===== config.mk =====
export PLATFORM = sky130hd
export DESIGN_NAME = convolution_nxn
export DESIGN_NICKNAME = d
export VERILOG_FILES = /design/src/rtl/convolution_nxn.sv
export SDC_FILE = /design/constraint.sdc
export NUM_CORES = 2
export LEC_CHECK = 0
export BUFFER_PORTS_ARGS = -buffer_cell sky130_fd_sc_hd__buf_2
export CORE_MARGIN = 4
export CORE_UTILIZATION = 48
export DETAILED_ROUTE_END_ITERATION = 16
export PLACE_DENSITY = 0.75
export REMOVE_ABC_BUFFERS = 1
export SLEW_MARGIN = 20
export SYNTH_ARGS = -nofsm -noshare
export SYNTH_HDL_FRONTEND = slang
export SYNTH_SLANG_ARGS = --single-unit
export TNS_END_PERCENT = 20

===== constraint.sdc =====
create_clock -name clk_in -period 12.68 [get_ports clk_in]
set_input_delay 2.536 -clock clk_in [delete_from_list [all_inputs] [get_ports clk_in]]
set_output_delay 2.536 -clock clk_in [all_outputs]
set_load 0.005 [all_outputs]

===== src/rtl/convolution_nxn.sv =====
// convolution_nxn: KSIZE x KSIZE sliding-window convolution on RGB565 pixels.
// One column of KSIZE vertically adjacent pixels enters per valid cycle. Each
// channel is convolved with a runtime-loadable signed kernel, then shifted
// right (arithmetic) and clamped to the channel range. Pipeline stages:
// E0 window update, E1 registered products, E2 sum/shift/clamp to outputs.
// Optional build macro: CONV_ABS_EN -- take |result| before clamping
// (edge-magnitude mode); otherwise negative results clamp to 0.
module convolution_nxn #(
  parameter int KSIZE      = 3,
  parameter int COEF_WIDTH = 8,
  parameter int HWIDTH     = 11,
  parameter int VWIDTH     = 10
) (
  input  logic                  clk_in,
  input  logic                  rst_n_in,
  input  logic [KSIZE*16-1:0]   data_in,
  input  logic [HWIDTH-1:0]     hcount_in,
  input  logic [VWIDTH-1:0]     vcount_in,
  input  logic                  data_valid_in,
  input  logic                  coef_we_in,
  input  logic [4:0]            coef_addr_in,
  input  logic [COEF_WIDTH-1:0] coef_data_in,
  output logic [15:0]           line_out,
  output logic [HWIDTH-1:0]     hcount_out,
  output logic [VWIDTH-1:0]     vcount_out,
  output logic                  data_valid_out
);

  localparam int NTAP   = KSIZE * KSIZE;
  localparam int CENTRE = (KSIZE / 2) * KSIZE + (KSIZE / 2);
  localparam int PW     = COEF_WIDTH + 7;          // signed coef x 6-bit unsigned
  localparam int AW     = PW + $clog2(NTAP);       // sum of NTAP products

`ifdef CONV_ABS_EN
  localparam bit ABS_EN = 1'b1;
`else
  localparam bit ABS_EN = 1'b0;
`endif

  // Channel ch of an RGB565 pixel, zero-extended to 6 bits (0=R, 1=G, 2=B).
  function automatic logic [5:0] chan(input logic [15:0] p, input int ch);
    case (ch)
      0:       return {1'b0, p[15:11]};
      1:       return p[10:5];
      default: return {1'b0, p[4:0]};
    endcase
  endfunction

  // Signed coefficient times unsigned channel value.
  function automatic logic signed [PW-1:0] mul(input logic signed [COEF_WIDTH-1:0] c,
                                                input logic [5:0] px);
    logic signed [PW-1:0] pxs;
    pxs = signed'(PW'(px));
    return PW'(c) * pxs;
  endfunction

  // Saturate a signed value into [0, maxv].
  function automatic logic [5:0] clamp(input logic signed [AW-1:0] v, input logic [5:0] maxv);
    if (v[AW-1])                     return '0;
    if (v > signed'(AW'(maxv)))      return maxv;
    return v[5:0];
  endfunction

  logic signed [COEF_WIDTH-1:0] coef_q [NTAP];
  logic [3:0]                   shift_q;
  logic [15:0]                  win_q [KSIZE][KSIZE];   // [column][row]
  logic                         v0_q, v1_q, vout_q;
  logic [HWIDTH-1:0]            h0_q, h1_q, hout_q;
  logic [VWIDTH-1:0]            vc0_q, vc1_q, vcout_q;
  logic signed [PW-1:0]         prod_q [NTAP][3];
  logic [15:0]                  line_q, line_d;
  logic signed [AW-1:0]         acc_d [3];
  logic signed [AW-1:0]         res_d [3];
  logic [5:0]                   r_d, g_d, b_d;

  // Coefficient and shift bank, loaded by the write strobe; identity kernel at reset.
  // NOTE: this small register bank is reset explicitly, unlike a RAM, because the
  // identity kernel is the defined state after every reset.
  always_ff @(posedge clk_in or negedge rst_n_in) begin
    if (!rst_n_in) begin
      for (int i = 0; i < NTAP; i++) coef_q[i] <= (i == CENTRE) ? COEF_WIDTH'(1) : '0;
      shift_q <= '0;
    end else if (coef_we_in) begin
      for (int i = 0; i < NTAP; i++)
        if (coef_addr_in == 5'(i)) coef_q[i] <= coef_data_in;
      if (coef_addr_in == 5'(NTAP)) shift_q <= coef_data_in[3:0];
    end
  end

  // E0: shift the window one column on valid input and capture its tags.
  always_ff @(posedge clk_in or negedge rst_n_in) begin
    if (!rst_n_in) begin
      for (int c = 0; c < KSIZE; c++)
        for (int r = 0; r < KSIZE; r++) win_q[c][r] <= '0;
      v0_q  <= 1'b0;
      h0_q  <= '0;
      vc0_q <= '0;
    end else begin
      // NOTE: sequential state uses non-blocking assignments so every register
      // samples pre-edge values, which is what makes the column shift correct.
      v0_q <= data_valid_in;
      if (data_valid_in) begin
        for (int c = 0; c < KSIZE - 1; c++)
          for (int r = 0; r < KSIZE; r++) win_q[c][r] <= win_q[c+1][r];
        for (int r = 0; r < KSIZE; r++) win_q[KSIZE-1][r] <= data_in[r*16 +: 16];
        h0_q  <= hcount_in;
        vc0_q <= vcount_in;
      end
    end
  end

  // E1: register every tap product per channel using the current coefficients.
  always_ff @(posedge clk_in or negedge rst_n_in) begin
    if (!rst_n_in) begin
      for (int t = 0; t < NTAP; t++)
        for (int ch = 0; ch < 3; ch++) prod_q[t][ch] <= '0;
      v1_q  <= 1'b0;
      h1_q  <= '0;
      vc1_q <= '0;
    end else begin
      v1_q <= v0_q;
      if (v0_q) begin
        for (int r = 0; r < KSIZE; r++)
          for (int c = 0; c < KSIZE; c++)
            for (int ch = 0; ch < 3; ch++)
              prod_q[r*KSIZE+c][ch] <= mul(coef_q[r*KSIZE+c], chan(win_q[c][r], ch));
        h1_q  <= h0_q;
        vc1_q <= vc0_q;
      end
    end
  end

  // Sum products, arithmetic shift, optional magnitude, then clamp per channel.
  always_comb begin
    // NOTE: every combinational output gets a default first so no path leaves
    // it unassigned and no latch is inferred; accumulation uses blocking '='.
    for (int ch = 0; ch < 3; ch++) begin
      acc_d[ch] = '0;
      for (int t = 0; t < NTAP; t++) acc_d[ch] = acc_d[ch] + AW'(prod_q[t][ch]);
      res_d[ch] = acc_d[ch] >>> shift_q;
      if (ABS_EN && res_d[ch][AW-1]) res_d[ch] = -res_d[ch];
    end
    r_d    = clamp(res_d[0], 6'd31);
    g_d    = clamp(res_d[1], 6'd63);
    b_d    = clamp(res_d[2], 6'd31);
    line_d = {r_d[4:0], g_d, b_d[4:0]};
  end

  // E2: register the result and tags; outputs hold while no valid result arrives.
  always_ff @(posedge clk_in or negedge rst_n_in) begin
    if (!rst_n_in) begin
      vout_q  <= 1'b0;
      line_q  <= '0;
      hout_q  <= '0;
      vcout_q <= '0;
    end else begin
      vout_q <= v1_q;
      if (v1_q) begin
        line_q  <= line_d;
        hout_q  <= h1_q;
        vcout_q <= vc1_q;
      end
    end
  end

  assign line_out       = line_q;
  assign hcount_out     = hout_q;
  assign vcount_out     = vcout_q;
  assign data_valid_out = vout_q;

endmodule

# ---- After elaboration in Yosys (flattened, before gate mapping)
# Index checks and enable logic that the tools add are counted.
dict set report totals {
  out_inout_bits 38
  input_bits 86
  word_cells 181
  ff_bits 707
}
dict set report op_classes {
  addsub 24
  reduce_logical 11
  n_lt_le_gt_ge 3
  n_eq_ne 9
  mul 27
  mux 48
  n_shift 3
}
# operator n
set op_table {}
lappend op_table {{$mul A8 B7 Y15} 27}
lappend op_table {{$add A19 B15 Y19} 12}
lappend op_table {{$mux W6} 31}
lappend op_table {{$add A18 B15 Y19} 3}
lappend op_table {{$sshr A19 B4 Y19} 3}
lappend op_table {{$add A17 B15 Y18} 3}
lappend op_table {{$add A16 B15 Y17} 3}
lappend op_table {{$add A15 B15 Y16} 3}
lappend op_table {{$mux W5} 8}
lappend op_table {{$gt A19 B6 Y1 const B} 2}
lappend op_table {{$eq A5 B3 Y1 const B} 4}
lappend op_table {{$reduce_and A2 Y1} 10}
lappend op_table {{$gt A19 B7 Y1 const B} 1}
lappend op_table {{$eq A5 B2 Y1 const B} 2}
lappend op_table {{$eq A5 B4 Y1 const B} 2}
lappend op_table {{$mux W1} 9}
lappend op_table {{$eq A5 B1 Y1 const B} 1}
lappend op_table {{$logic_not A5 Y1} 1}

# ---- Longest topological paths before layout
dict set report logic_depth {
  word_depth 14
  depth_mapped 21
  ltp_nobuf 20
}

# ---- Worst setup path after synthesis
# Ideal clock, no wire load.
dict set report synth_path {
  path_type {flip-flop to flip-flop}
  startpoint {register prod_q[287] in the netlist's numbering}
  endpoint {register line_q[8] (netlist: line_out[8])}
  path_slack_ns 6.987
  t_arrival_ns 5.558
  n_path_buf 0
  path_stages_with_launch 18
  path_cell_list {dfrtp_1 fa_1 fa_1 fa_1 inv_1 fa_1 inv_1 ha_1 fa_1 a21o_1 and4_1 nor4_1 nor3_1 mux4_2 or4b_2 a211o_1 a22oi_4 a31oi_1}
}
dict set report synth_via {
  elab_chain_len 13
  elab_cells_between_ends 15
}
# item line
set synth_rtl {}
lappend synth_rtl {{from (decl)} 70} ;# logic signed [PW-1:0] prod_q [NTAP][3];
lappend synth_rtl {{from (signal, indexed assignment)} 126} ;# prod_q[r*KSIZE+c][ch] <= mul(coef_q[r*KSIZE+c], chan(win_q[c][r], ch));
lappend synth_rtl {{$add A16 B15 Y17 (*)} 139} ;# for (int t = 0; t < NTAP; t++) acc_d[ch] = acc_d[ch] + AW'(prod_q[t][ch]);
lappend synth_rtl {{$add A17 B15 Y18 (*)} 139}
lappend synth_rtl {{$add A18 B15 Y19 (*)} 139}
lappend synth_rtl {{$add A19 B15 Y19 (*) (4 in series)} 139}
lappend synth_rtl {{$sshr A19 B4 Y19 (*)} 140} ;# res_d[ch] = acc_d[ch] >>> shift_q;
lappend synth_rtl {{$gt A19 B7 Y1} 60} ;# if (v > signed'(AW'(maxv))) return maxv;
lappend synth_rtl {{$mux W1 (2 in series)} 60}
lappend synth_rtl {{$mux W6} 61} ;# return v[5:0];
lappend synth_rtl {{$mux W6 (*)} 60}
lappend synth_rtl {{to (signal assigned)} 159} ;# line_q <= line_d;
lappend synth_rtl {{to (decl)} 71} ;# logic [15:0] line_q, line_d;
# Every way passes the cells marked *; elsewhere a longest branch is shown, timed or not. The select of a mux whose other input is x is not followed.
# A chain may end at the register's enable or synchronous reset.

# ---- Final worst setup path
dict set report layout_path {
  startpoint {register prod_q[302] in the netlist's numbering}
  endpoint {register line_q[12] (netlist: line_out[12])}
}
dict set report layout_via {
  elab_chain_len 13
  elab_cells_between_ends 15
}
# item line
set layout_rtl {}
lappend layout_rtl {{$add A16 B15 Y17 (*)} 139}
lappend layout_rtl {{$add A17 B15 Y18 (*)} 139}
lappend layout_rtl {{$add A18 B15 Y19 (*)} 139}
lappend layout_rtl {{$add A19 B15 Y19 (*) (4 in series)} 139}
lappend layout_rtl {{$sshr A19 B4 Y19 (*)} 140}
lappend layout_rtl {{$gt A19 B6 Y1} 60}
lappend layout_rtl {{$mux W1 (2 in series)} 60}
lappend layout_rtl {{$mux W5} 61}
lappend layout_rtl {{$mux W5 (*)} 60}
# Marks and branches as above.

==> results.yml <==
run_status:
  run_status: "completed"
global_routing:
  gr-total-overflow: 0
  groute.usage.overall: 0.232
  first_global_vias: 61800
  grt_pass1_wl_um: 333000
  antenna_found_initial: 17
  grt_start_max_net_pins: 164
place:
  hpwlAfterDp_um: 165000
  post_place_setup_slack_ns: 6.35
  placer_congestion: 0.906
  io_buffer_count: 123
  place_inst: 10500
route:
  drc_errors: 0
  detail_route.vias_per_cell: 5.39
  detail_route.first_pass.iterations: 6
  num_vias: 57600
  ant_nets: 0
  initialDrtViolationCount: 3673
  wl_per_cell_um: 19.1
  post_detailed_routing_wire_length_um: 204000
flow_run:
  maxCapViolations: 0
sta:
  hold_viol: 0
  post-route-period-util: 0.512
  final.setup.worst_slack_ns: 6.19
  worst-slew-pin-transition_ns: 1.16
  clock_skew_ns: 0.0654
  unrepaired_setup_endpoints_after_global_routing: "no"
  max_freq_ghz: 0.154
  report.final.slew_viol_count: 0
  slew_headroom: 0.216
  finalSetupViolCount: 0
  layout_min_cycle_time_ns: 6.49
  finalSetupTns_ns: 0
synthesis:
  synthXorXnorAreaFrac: 0.0422
  synth_area_leader_cell: "fa_1"
  synth_commonest_cells: "inv_1, fa_1, ha_1"
  synth_most_common_cell: "inv_1"
  synth-async-reset-ratio: 1.00
  synth.area.mux_share: 0.0841
  synth_seq_area_share: 0.213
  synthCells: 8352
  share_of_the_synthesized_area_in_compound_gates_ao_oa_aoi_oai: 0.0748
  synth_enable_flop_cells: 0
  synth_top_family_by_area: "adder cells"
  post-synth-top-area-fraction: 0.267
  ys_warn_count: 0
  most_common_flop_cell_mapped_by_yosys: "dfrtp_1"
  yosys.area_share.adder: 0.392
  synth_area_leaders: "fa_1, dfrtp_1, ha_1, mux2_2, inv_1"
  synth_simple_gate_area_frac: 0.109
  synth.ff_latch_count: 707
  postSynthAreaPerCell_sq_um: 9.95
  yosysUniqueCellTypes: 85
  synth.cell_area_sq_um: 83100
worst_setup_path:
  start_kind: "flop"
  criticalPathCategory: "reg2reg"
  critPathCapture: "line_out[12]"
  crit-reg2reg-launch: "prod_q[302]"
  timing.reg2reg.setup_slack_ns: 6.19
  worst-endpoint-required_ns: 13.22
  worst_r2r_endpoint: "line_out[12]"
  cp_max_fo: 4
  worst-endpoint-arrival_ns: 7.03
  endpoint_kind_of_the_worst_setup_timing_path: "flop"
  worst_reg_to_reg_cells: 18
  setup.worst_path.start: "prod_q[302]"
clocking:
  cts.sinks: 707
  clock_insertion_delay_worst_skew_ns: 0.72
  clk_pin_slew_worst_paths_ns: 0.06
  cts.htree.levels: 3
  cts_buffers: 84
  cts_root_buf: "clkbuf_16"
  clockBufferDepth: 3
  post_cts_resize_count: 0
  cts_tree: "done"
  post-cts-setup-buffer-count: 0
  ctsHoldBuffers: 0
layout:
  fillCellCount: 15000
  final_cells: 10700
  regArea_sq_um: 17700
  drive_gt1_frac: 0.112
  final_net_count: 10300
  syn_to_final_growth_pct: 6.95
  multi_input_comb_area_sq_um: 58400
hold_path:
  worst_hold_path_type: "reg2reg"
floorplan:
  initial_core_util: 0.483
  std_cell_rows: 152
  die_h_um: 424
  die_x_um: 424
  floorplan.io_pins: 124
  die_area_sq_um: 180000
  placeable_core_area_sq_um: 172000
[layer usage]
metal / up-vias / share of wire / GRT usage
met2: 1358 / 0.48 / 0.385
met4: 6 / 0.043 / 0.0948
met3: 373 / 0.048 / 0.0275
li1: 26400 / - / -
met5: - / 0.00020 / 0
met1: 29500 / 0.43 / 0.309
[layout make-up]
cell class,count,share of cell area
Multi-Input combinational cell,5764,0.656
Sequential cell,707,0.199
Inverter,1575,0.0665
Tap cell,2310,0.0325
Clock buffer,115,0.0271
Timing Repair Buffer,175,0.0126
Clock inverter,35,0.00559
Antenna cell,5,0.000141
[worst min path at each step]
stage,cells past startpoint,from,slack [ns],end
global placement,1,vc0_q[6],0.48,vc1_q[6]
detailed placement,1,h0_q[6],0.49,h1_q[6]
CTS,1,h0_q[6],0.51,h1_q[6]
finish,1,vc1_q[4],0.50,vc1_q[4]
global route,1,h0_q[6],0.52,h0_q[6]
floorplan,1,h0_q[0],0.47,h0_q[0]
[state kept, by name (all words and copies together) (netlist names)]
register	flops
win_q	144
coef_q	72
data_valid_out	1
h0_q	11
line_out	16
hcount_out	11
vcount_out	10
shift_q	4
v1_q	1
v0_q	1
vc1_q	10
prod_q	405
vc0_q	10
h1_q	11
[cells in the final DEF (no fill, tap or decap), types with 95 or more instances in the layout]
| cell | synthesis | final |
|---|---|---|
| o21ai_0 | 174 | 174 |
| buf_2 | 5 | 121 |
| o21bai_1 | 118 | 118 |
| a21oi_1 | 309 | 309 |
| mux2_2 | 578 | 578 |
| and2_1 | 659 | 659 |
| nand2_1 | 719 | 719 |
| a21o_1 | 95 | 95 |
| fa_1 | 1107 | 1107 |
| nor2_1 | 265 | 265 |
| dfrtp_1 | 706 | 702 |
| inv_1 | 1571 | 1571 |
| xnor2_1 | 386 | 386 |
| ha_1 | 831 | 831 |
[kinds of logic (layout without fill, tap and decap cells)]
family,after synthesis,after routing
other cells,0,5
xor+xnor,400,400
fa+ha+maj,1938,1938
flops,707,707
simple gates,1860,1860
buf+inv,1881,1900
compound gates,956,956
mux,610,610
[critical path: stages, from the launching register on]
cell and delay, ns:
dfrtp_1 0.40, fa_1 0.57, fa_1 0.48, fa_1 0.56, inv_1 0.05, fa_1 0.48
inv_1 0.05, ha_1 0.22, fa_1 0.49, a211oi_1 0.53, o21ai_1 0.24, a41o_1 0.31
or3_1 0.38, a32oi_1 0.30, o21ai_0 0.20, o31ai_1 0.32, a41oi_1 0.12, nor4b_2 0.49
a22oi_1 0.16
[through the flow]
step / instance area [sq um] / hold slack (ns) / util
3_5_place_dp: 85900 / 0.490 / 0.500
6_report: 88900 / 0.500 / 0.517
4_1_cts: 88800 / 0.506 / 0.517
5_1_grt: 88900 / 0.517 / 0.517
3_3_place_gp: 85900 / 0.482 / 0.500
2_1_floorplan: 82000 / 0.475 / -
Power is not shown: default switching activity piles up to over one toggle a cycle in this logic, so the estimate is an artifact.
